### config.mk
export PLATFORM = sky130hd
export DESIGN_NAME = cnn_decision_scheduler
export DESIGN_NICKNAME = d
export VERILOG_FILES = /design/src/rtl/cnn_decision_scheduler.sv
export SDC_FILE = /design/constraint.sdc
export NUM_CORES = 1
export LEC_CHECK = 0
export BUFFER_PORTS_ARGS = -buffer_cell sky130_fd_sc_hd__buf_2
export CORE_MARGIN = 1
export CORE_UTILIZATION = 53
export DETAILED_ROUTE_END_ITERATION = 10
export PLACE_DENSITY_LB_ADDON = 0.08
export SKIP_LAST_GASP = 1
export SLEW_MARGIN = 0
export SYNTH_ARGS = -nofsm -noshare
export SYNTH_HDL_FRONTEND = slang
export SYNTH_SLANG_ARGS = --single-unit
### constraint.sdc
create_clock -name clk -period 5.35 [get_ports clk]
set_input_delay 0.535 -clock clk [delete_from_list [all_inputs] [get_ports clk]]
set_output_delay 0.535 -clock clk [all_outputs]
set_load 0.01 [all_outputs]
### src/rtl/cnn_decision_scheduler.sv
// cnn_decision_scheduler: shares one argmax comparator between two
// FC output engines, round-robin, and returns a tagged class result.
//
// Ports:
//   clk, rst          clock, async active-high reset
//   src_req/valid     per-engine image request and score beat valid
//   src_data          packed scores, engine i at [DATA_W*i +: DATA_W]
//   src_gnt           registered one-hot grant, high only while loading
//   cmp_rst_n         comparator clear, active-low
//   cmp_valid_in/data registered score beat to the comparator
//   cmp_decision      comparator class index, qualified by cmp_valid_out
//   res_*             result handshake: id, class, timeout error flag
//   busy              scheduler not idle
module cnn_decision_scheduler #(
   parameter int NUM_CLASS = 10,
   parameter int DATA_W    = 12,
   parameter int TIMEOUT   = 32
) (
   input  logic                clk,
   input  logic                rst,
   input  logic [1:0]          src_req,
   input  logic [1:0]          src_valid,
   input  logic [2*DATA_W-1:0] src_data,
   output logic [1:0]          src_gnt,
   output logic                cmp_rst_n,
   output logic                cmp_valid_in,
   output logic [DATA_W-1:0]   cmp_data_in,
   input  logic [3:0]          cmp_decision,
   input  logic                cmp_valid_out,
   output logic                res_valid,
   input  logic                res_ready,
   output logic                res_id,
   output logic [3:0]          res_class,
   output logic                res_err,
   output logic                busy
);

   localparam int TW = (TIMEOUT > 1) ? $clog2(TIMEOUT) : 1;
   localparam logic [TW-1:0] TMO_LAST = TW'(TIMEOUT - 1);
   localparam logic [3:0] NCLS = 4'(NUM_CLASS);
   localparam logic [3:0] LAST_BEAT = 4'(NUM_CLASS - 1);

   localparam logic [2:0] S_IDLE = 3'd0;
   localparam logic [2:0] S_CLR  = 3'd1;
   localparam logic [2:0] S_LOAD = 3'd2;
   localparam logic [2:0] S_WAIT = 3'd3;
   localparam logic [2:0] S_RESP = 3'd4;

   logic [2:0]        state;
   logic              id;
   logic              last_id;
   logic              clr_ph;
   logic [3:0]        beat_cnt;
   logic [TW-1:0]     tmo_cnt;
   logic              pick;
   logic              beat_ok;
   logic [DATA_W-1:0] sel_data;

   // A tie goes to the engine not served by the last tie.
   always_comb begin
      pick = src_req[1];
      if (&src_req) pick = ~last_id;
   end

   assign sel_data = id ? src_data[DATA_W +: DATA_W]
                        : src_data[0 +: DATA_W];

   // beat_cnt saturates at NUM_CLASS, so stray valids cannot wrap it.
   assign beat_ok = (state == S_LOAD) && src_valid[id]
                    && (beat_cnt < NCLS);

   assign busy = (state != S_IDLE);

   always_ff @(posedge clk or posedge rst) begin
      if (rst) begin
         state        <= S_IDLE;
         src_gnt      <= 2'b00;
         cmp_rst_n    <= 1'b0;
         cmp_valid_in <= 1'b0;
         cmp_data_in  <= '0;
         res_valid    <= 1'b0;
         res_id       <= 1'b0;
         res_class    <= 4'h0;
         res_err      <= 1'b0;
         id           <= 1'b0;
         last_id      <= 1'b1;
         clr_ph       <= 1'b0;
         beat_cnt     <= 4'h0;
         tmo_cnt      <= '0;
      end else begin
         cmp_valid_in <= beat_ok;
         if (beat_ok) cmp_data_in <= sel_data;

         case (state)
            S_IDLE: begin
               cmp_rst_n <= 1'b1;
               if (|src_req) begin
                  id        <= pick;
                  if (&src_req) last_id <= pick;
                  cmp_rst_n <= 1'b0;
                  clr_ph    <= 1'b0;
                  state     <= S_CLR;
               end
            end
            S_CLR: begin
               beat_cnt <= 4'h0;
               clr_ph   <= 1'b1;
               if (clr_ph) begin
                  cmp_rst_n <= 1'b1;
                  src_gnt   <= id ? 2'b10 : 2'b01;
                  state     <= S_LOAD;
               end
            end
            S_LOAD: begin
               if (beat_ok) begin
                  beat_cnt <= beat_cnt + 4'd1;
                  if (beat_cnt == LAST_BEAT) begin
                     src_gnt <= 2'b00;
                     tmo_cnt <= '0;
                     state   <= S_WAIT;
                  end
               end
            end
            S_WAIT: begin
               // A decision pulse beats a timeout in the same cycle.
               if (cmp_valid_out) begin
                  res_class <= cmp_decision;
                  res_err   <= 1'b0;
                  res_id    <= id;
                  res_valid <= 1'b1;
                  state     <= S_RESP;
               end else if (tmo_cnt == TMO_LAST) begin
                  res_class <= 4'hF;
                  res_err   <= 1'b1;
                  res_id    <= id;
                  res_valid <= 1'b1;
                  state     <= S_RESP;
               end else begin
                  tmo_cnt <= tmo_cnt + 1'b1;
               end
            end
            S_RESP: begin
               if (res_ready) begin
                  res_valid <= 1'b0;
                  state     <= S_IDLE;
               end
            end
            default: state <= S_IDLE;
         endcase
      end
   end

endmodule

### Word-level counts from Yosys, hierarchy flattened

Index checks and enable logic that the tools add are counted.
W data, S select, Z words.

* bits in registers: 38
* input bits: 36

* add/subtract/negate cells: 2
* $lt $le $gt $ge: 2
* equality and inequality tests: 14
* muxes and demuxes: 38
* bitwise logic cells: 1
* reduce and logical (&&, ||, !) cells: 21

Operators by type and width (number)
* $mux W3: 7
* $mux W5: 4
* $pmux W3 S5: 1
* $mux W1: 12
* $mux W12: 1
* $mux W4: 3
* $ne A2 B2 Y1 const B: 6
* $reduce_and A2 Y1: 6
* $pmux W5 S2: 1
* $reduce_bool A2 Y1: 5
* $mux W2: 4
* $pmux W4 S2: 1
* $reduce_and A4 Y1: 2
* $eq A3 B2 Y1 const B: 2
* $pmux W1 S2: 3
* $reduce_and A6 Y1: 1
* $add A5 B1 Y5 const B: 1
* $eq A5 B5 Y1 const B: 1
* $reduce_and A5 Y1: 1
* $add A4 B1 Y4 const B: 1
* $eq A4 B4 Y1 const B: 1
* $lt A4 B4 Y1 const B: 1
* $pmux W2 S2: 1
* $eq A3 B1 Y1 const B: 1
* 10 further kinds: 11

### Logic depth before layout (Yosys ltp)

* word-level depth: 6
* depth in mapped cells: 7
* gate-level depth less buffers: 7

### Worst setup path before layout

Ideal clock, no wire load.

* path kind: reg2reg
* start: register tmo_cnt[0]
* end: register tmo_cnt[0]
* setup time: 0.125 ns
* arrival: 1.651 ns
* slack: 3.575 ns
* cell stages (with the launch flop): 7
* cell sequence: dfrtp_1 ha_1 and3_1 ha_1 nor3_1 nor2_1 mux2_2

* longest elaborated chain between the ends: 4
* elaborated cells on any way between the ends: 7
* classes of those cells: add/sub (1); eq/ne (2); mux (3); reduce/logical (1)

RTL lines
* start: declaration: RTL line 54 `logic [TW-1:0] tmo_cnt;`
* start signal: assignment: RTL line 139 `tmo_cnt <= tmo_cnt + 1'b1;`
* $add A5 B1 Y5: RTL line 139
* $mux W5: RTL line 132 `end else if (tmo_cnt == TMO_LAST) begin`
* $mux W5: RTL line 126 `if (cmp_valid_out) begin`
* $pmux W5 S2: RTL line 94 `case (state)`

Several ways; a longest one is shown, not always the timed one. The select of a mux whose other input is x is not followed.
A chain may end at the register's enable or synchronous reset.

### Final worst setup path

* start: register state[1]
* end: output port busy

* longest elaborated chain between the ends: 1

RTL lines
* start: declaration: RTL line 49 `logic [2:0] state;`
* start signal: assignment: RTL line 76 `state <= S_IDLE;`
* start signal: assignment: RTL line 102 `state <= S_CLR;`
* start signal: assignment: RTL line 111 `state <= S_LOAD;`
* $reduce_bool A3 Y1: RTL line 72 `assign busy = (state != S_IDLE);`
* end: declaration: RTL line 35 `output logic busy`

Every way passes these cells.

==> implementation parameters <==
Parameter                              Value

Die
  DIE AREA ... between 3000 and 4000 um2
  Placeable Area ... 3130 um2
  Number of core rows ... 20
  Die height ... 60.1 um
  Die span in x ... 60.1 um
  Initial core utilization ... 0.571
  Number of top-level pins ... 60

Synthesis
  Largest cells by area after synthesis ... dfrtp_1, mux2i_1, a21oi_1
  Compound-Gate Fraction of Synth Area ... 0.130
  Number of instances in the synthesized netlist ... 166
  Syn. warnings ... 0
  Most numerous cell in the Yosys netlist ... dfrtp_1
  Post-synthesis cell area ... between 1500 and 2000 um2
  Count of different cell masters after synthesis ... 38
  Number of nets produced by synthesis ... 206
  Main combinational cell family by area after synthesis ... simple AND/OR/NAND/NOR gates
  Proportion of register bits with asynchronous set or reset after synthesis ... 1.00
  Area leader, netlist ... dfrtp_1
  Fraction of the mapped netlist area in simple logic gates ... 0.166
  Adder-Cell Fraction of Synth Area ... 0.0280
  Post-Synth XOR/XNOR Area ... 0.00490
  Mux cell area share after synthesis ... 0.104
  Most common flop cell mapped by yosys ... dfrtp_1
  Synth cell count leaders ... dfrtp_1, nor2_1, a21oi_1
  FF+latch count, synth ... 38
  Proportion of netlist area held by the largest area contributor ... 0.518
  Post-synth EDFFs ... 0
  Avg Inst Size Synth ... 10.8 um2
  Sequential area share after synthesis ... 0.533

Detailed routing
  Routed vias/inst ... 5.48
  DRC violation count after routing ... 0
  Detail Route Antenna Nets ... 0
  Routed wire per std cell ... 13.9 um
  Total vias in the final route ... between 1000 and 1500
  Final Routed Wirelength ... 3.76 mm
  Detailed router's first-iteration violation count ... 86
  First drt pass iteration count ... 6

Global routing
  Total overflow reported by the global router ... 0
  Total Routing Usage GR ... 0.228
  Maximum number of pins on one net before global-route repair ... 39
  Via count of the first global-routing pass ... 1409
  Global-route wire length before repair ... 6.07 mm
  Number of antenna violations at the first check in global routing ... 0

Timing
  Total count of hold-check failures in the final report ... 0
  Post-route clock skew ... 14.2 ps
  Min Tclk post-route ... 2240 ps
  Setup-failing EPs final ... 0
  Setup repair after global routing missed its margin ... no
  Peak clock frequency supported by timing ... around 450 MHz
  Final worst-path cycle share ... 0.420
  Transition time at the pin with the least slew margin ... ~840 ps
  Total negative slack ... 0 ps
  Max_slew headroom ... 0.442
  Final count of pins violating max slew ... 0
  Worst-case setup margin in the final layout ... 3110 ps

Cells and area
  Area taken by multi-input logic gates ... 774 um2
  Final standard cell count with taps included and fillers excluded ... between 200 and 300
  Post-route design area ... 2150 um2
  Fill cell total of the finished layout ... 250
  Antenna diode instance count ... 0
  Area growth syn-to-layout ... 20.4%
  Share of final-layout standard cells stronger than drive strength 1 ... 0.326
  Final Net Count ... 266
  Reg area ... 952 um2

Worst setup path
  Cell-by-cell trace of the critical path ... nor3_1 > inv_1 > buf_2
  Worst EP arrival ... 1710 ps
  Critical Path Slowest Stage Cell ... nor3_1
  Buf+Inv Stages, Crit Path ... 2
  Worst Reg-to-Reg Cells ... 5
  Crit path launch type ... flop
  Endpoint required time on the critical path ... 4820 ps
  Register-to-Register Setup Slack ... 3300 ps
  Crit. End Element ... output port
  Crit Reg-Reg Endpoint ... beat_cnt[3]$_DFFE_PP0P_
  CP top delay family ... simple AND/OR/NAND/NOR gates
  Kind of critical path ... reg2out
  Max stage delay on crit path ... 620 ps
  Worst-path fanout max ... 13
  Reg2reg start ... id$_DFFE_PP0P_

Clock tree
  Number of instances resized during post-cts repair ... 0
  Clk_lat worst skew ... 340 ps
  Sink count of the clock tree ... 38
  Cell at the root of the clock tree ... clkbuf_4
  CTS tree ... built
  Clock input transition at the sequential cells of the worst setup and hold paths ... 120 ps
  CTS Buf Count ... 5
  Post-CTS Setup Bufs ... 0
  H-tree Lvls ... 2
  Clock tree buffer depth ... 2
  Count of hold buffers inserted by post-cts repair ... 0

Min path
  Class of the tightest hold or removal check ... in2async

Run status
  Outcome ... completed

Placement
  Number of placed instances, taps included ... 263
  Worst Setup Slack post-DPL ... 3330 ps
  Placer's final routability congestion estimate ... between 0.8 and 0.9
  Count of port buffers added during placement ... 59
  Detailed-placement wirelength estimate ... between 2 and 3 mm
  DP Area ... 2100 um2

Pwr
  Clock power share ... 0.120
  Highest ir drop seen on vdd ... between 0.0002 and 0.0003 V
  LEAKAGE ... 1.05 nW
  Gate power share ... 0.407
  Sequential group share of total power ... 0.473
  Internal power summed over all cells ... approximately 0.0007 W
  Switching share of total power ... 0.399
  Power density over the cells ... 539 nW/um2
  Net Switching ... 0.000463 W

Job
  Max-capacitance violation count ... 0
[worst max-delay path by stage]
stage               depth (start not counted)  slack (ps)                    from                       to
floorplan                                   6        3570  tmo_cnt[0]$_DFFE_PP0P_   tmo_cnt[0]$_DFFE_PP0P_
global placement                            5        3380          id$_DFFE_PP0P_  beat_cnt[3]$_DFFE_PP0P_
detailed placement                          5        3330          id$_DFFE_PP0P_  beat_cnt[3]$_DFFE_PP0P_
CTS                                         3        3100    state[1]$_DFFE_PP0P_                     busy
global route                                3        2960    state[1]$_DFFE_PP0P_                     busy
finish                                      3        3110    state[1]$_DFFE_PP0P_                     busy
[tightest hold or removal path, delay by kind of cell]
kind                   cells  cell delay (ps)
buffers and inverters      3              540
[placed cells by master (no fill, tap or decap), types with 2 or more instances in the layout]
| master | synthesis | layout |
|---|---|---|
| o21ai_0 | 6 | 6 |
| nor4_1 | 2 | 2 |
| mux2i_1 | 15 | 15 |
| inv_1 | 3 | 3 |
| nand3_1 | 3 | 3 |
| nor2_1 | 23 | 23 |
| dfrtp_1 | 37 | 37 |
| a22o_1 | 2 | 2 |
| clkbuf_1 | 2 | 3 |
| buf_2 | 3 | 59 |
| nor3_1 | 2 | 2 |
| a32o_1 | 2 | 2 |
| clkbuf_4 | 0 | 5 |
| nand3b_1 | 3 | 3 |
| nand2_1 | 14 | 14 |
| ha_1 | 4 | 4 |
| a21oi_1 | 18 | 18 |
| o22a_1 | 4 | 4 |
| buf_4 | 2 | 2 |
| mux2_2 | 2 | 2 |
[kinds of logic after synthesis]
family	Yosys count
flip-flops	38
AO/OA/AOI/OAI	37
multiplexers	18
XOR/XNOR	1
buffers and inverters	11
adder cells (fa/ha/maj)	4
AND/OR/NAND/NOR	57
[power groups by stage]
stage | logic [W] | registers [W] | clock network, W
4_1_cts | 0.000477 | 0.000547 | 0.000145
6_report | 0.000473 | 0.000549 | 0.000140
3_5_place_dp | 0.000476 | 0.000552 | 0
5_1_grt | 0.000532 | 0.000569 | 0.000154
3_3_place_gp | 0.000452 | 0.000543 | 0
2_1_floorplan | 0.000332 | 0.000533 | 0
[flip-flops by register name, indices dropped and copies added, names as in the netlist]
name,cells
clr_ph,1
res_id,1
src_gnt,2
res_class,4
id,1
res_valid,1
res_err,1
cmp_valid_in,1
last_id,1
cmp_data_in,12
state,3
tmo_cnt,5
cmp_rst_n,1
beat_cnt,4
[final cells by class]
class,instances,area share
multi-input combinational,117,0.360
clock buffer,8,0.0227
sequential,38,0.442
inverter,3,0.00523
timing repair buffer,61,0.144
tap,44,0.0256
[per-stage QoR]
step / power [W] / hold slack, ps / util
2_1_floorplan: 0.000865 / 469 / -
3_3_place_gp: 0.000995 / 470 / 0.672
3_5_place_dp: 0.00103 / 472 / 0.672
5_1_grt: 0.00126 / 326 / 0.688
4_1_cts: 0.00117 / 291 / 0.688
6_report: 0.00116 / 287 / 0.688
[metal layers]
| metal | GRT usage | up-vias | share of wire |
|---|---|---|---|
| met5 | 0 | - | 0 |
| met4 | 0.0764 | 0 | 0.0072 |
| met3 | 0.0606 | 5 | 0.068 |
| met2 | 0.378 | 56 | 0.48 |
| met1 | 0.288 | 710 | 0.44 |
| li1 | - | 715 | - |
Power figures use the tool's default switching activity.
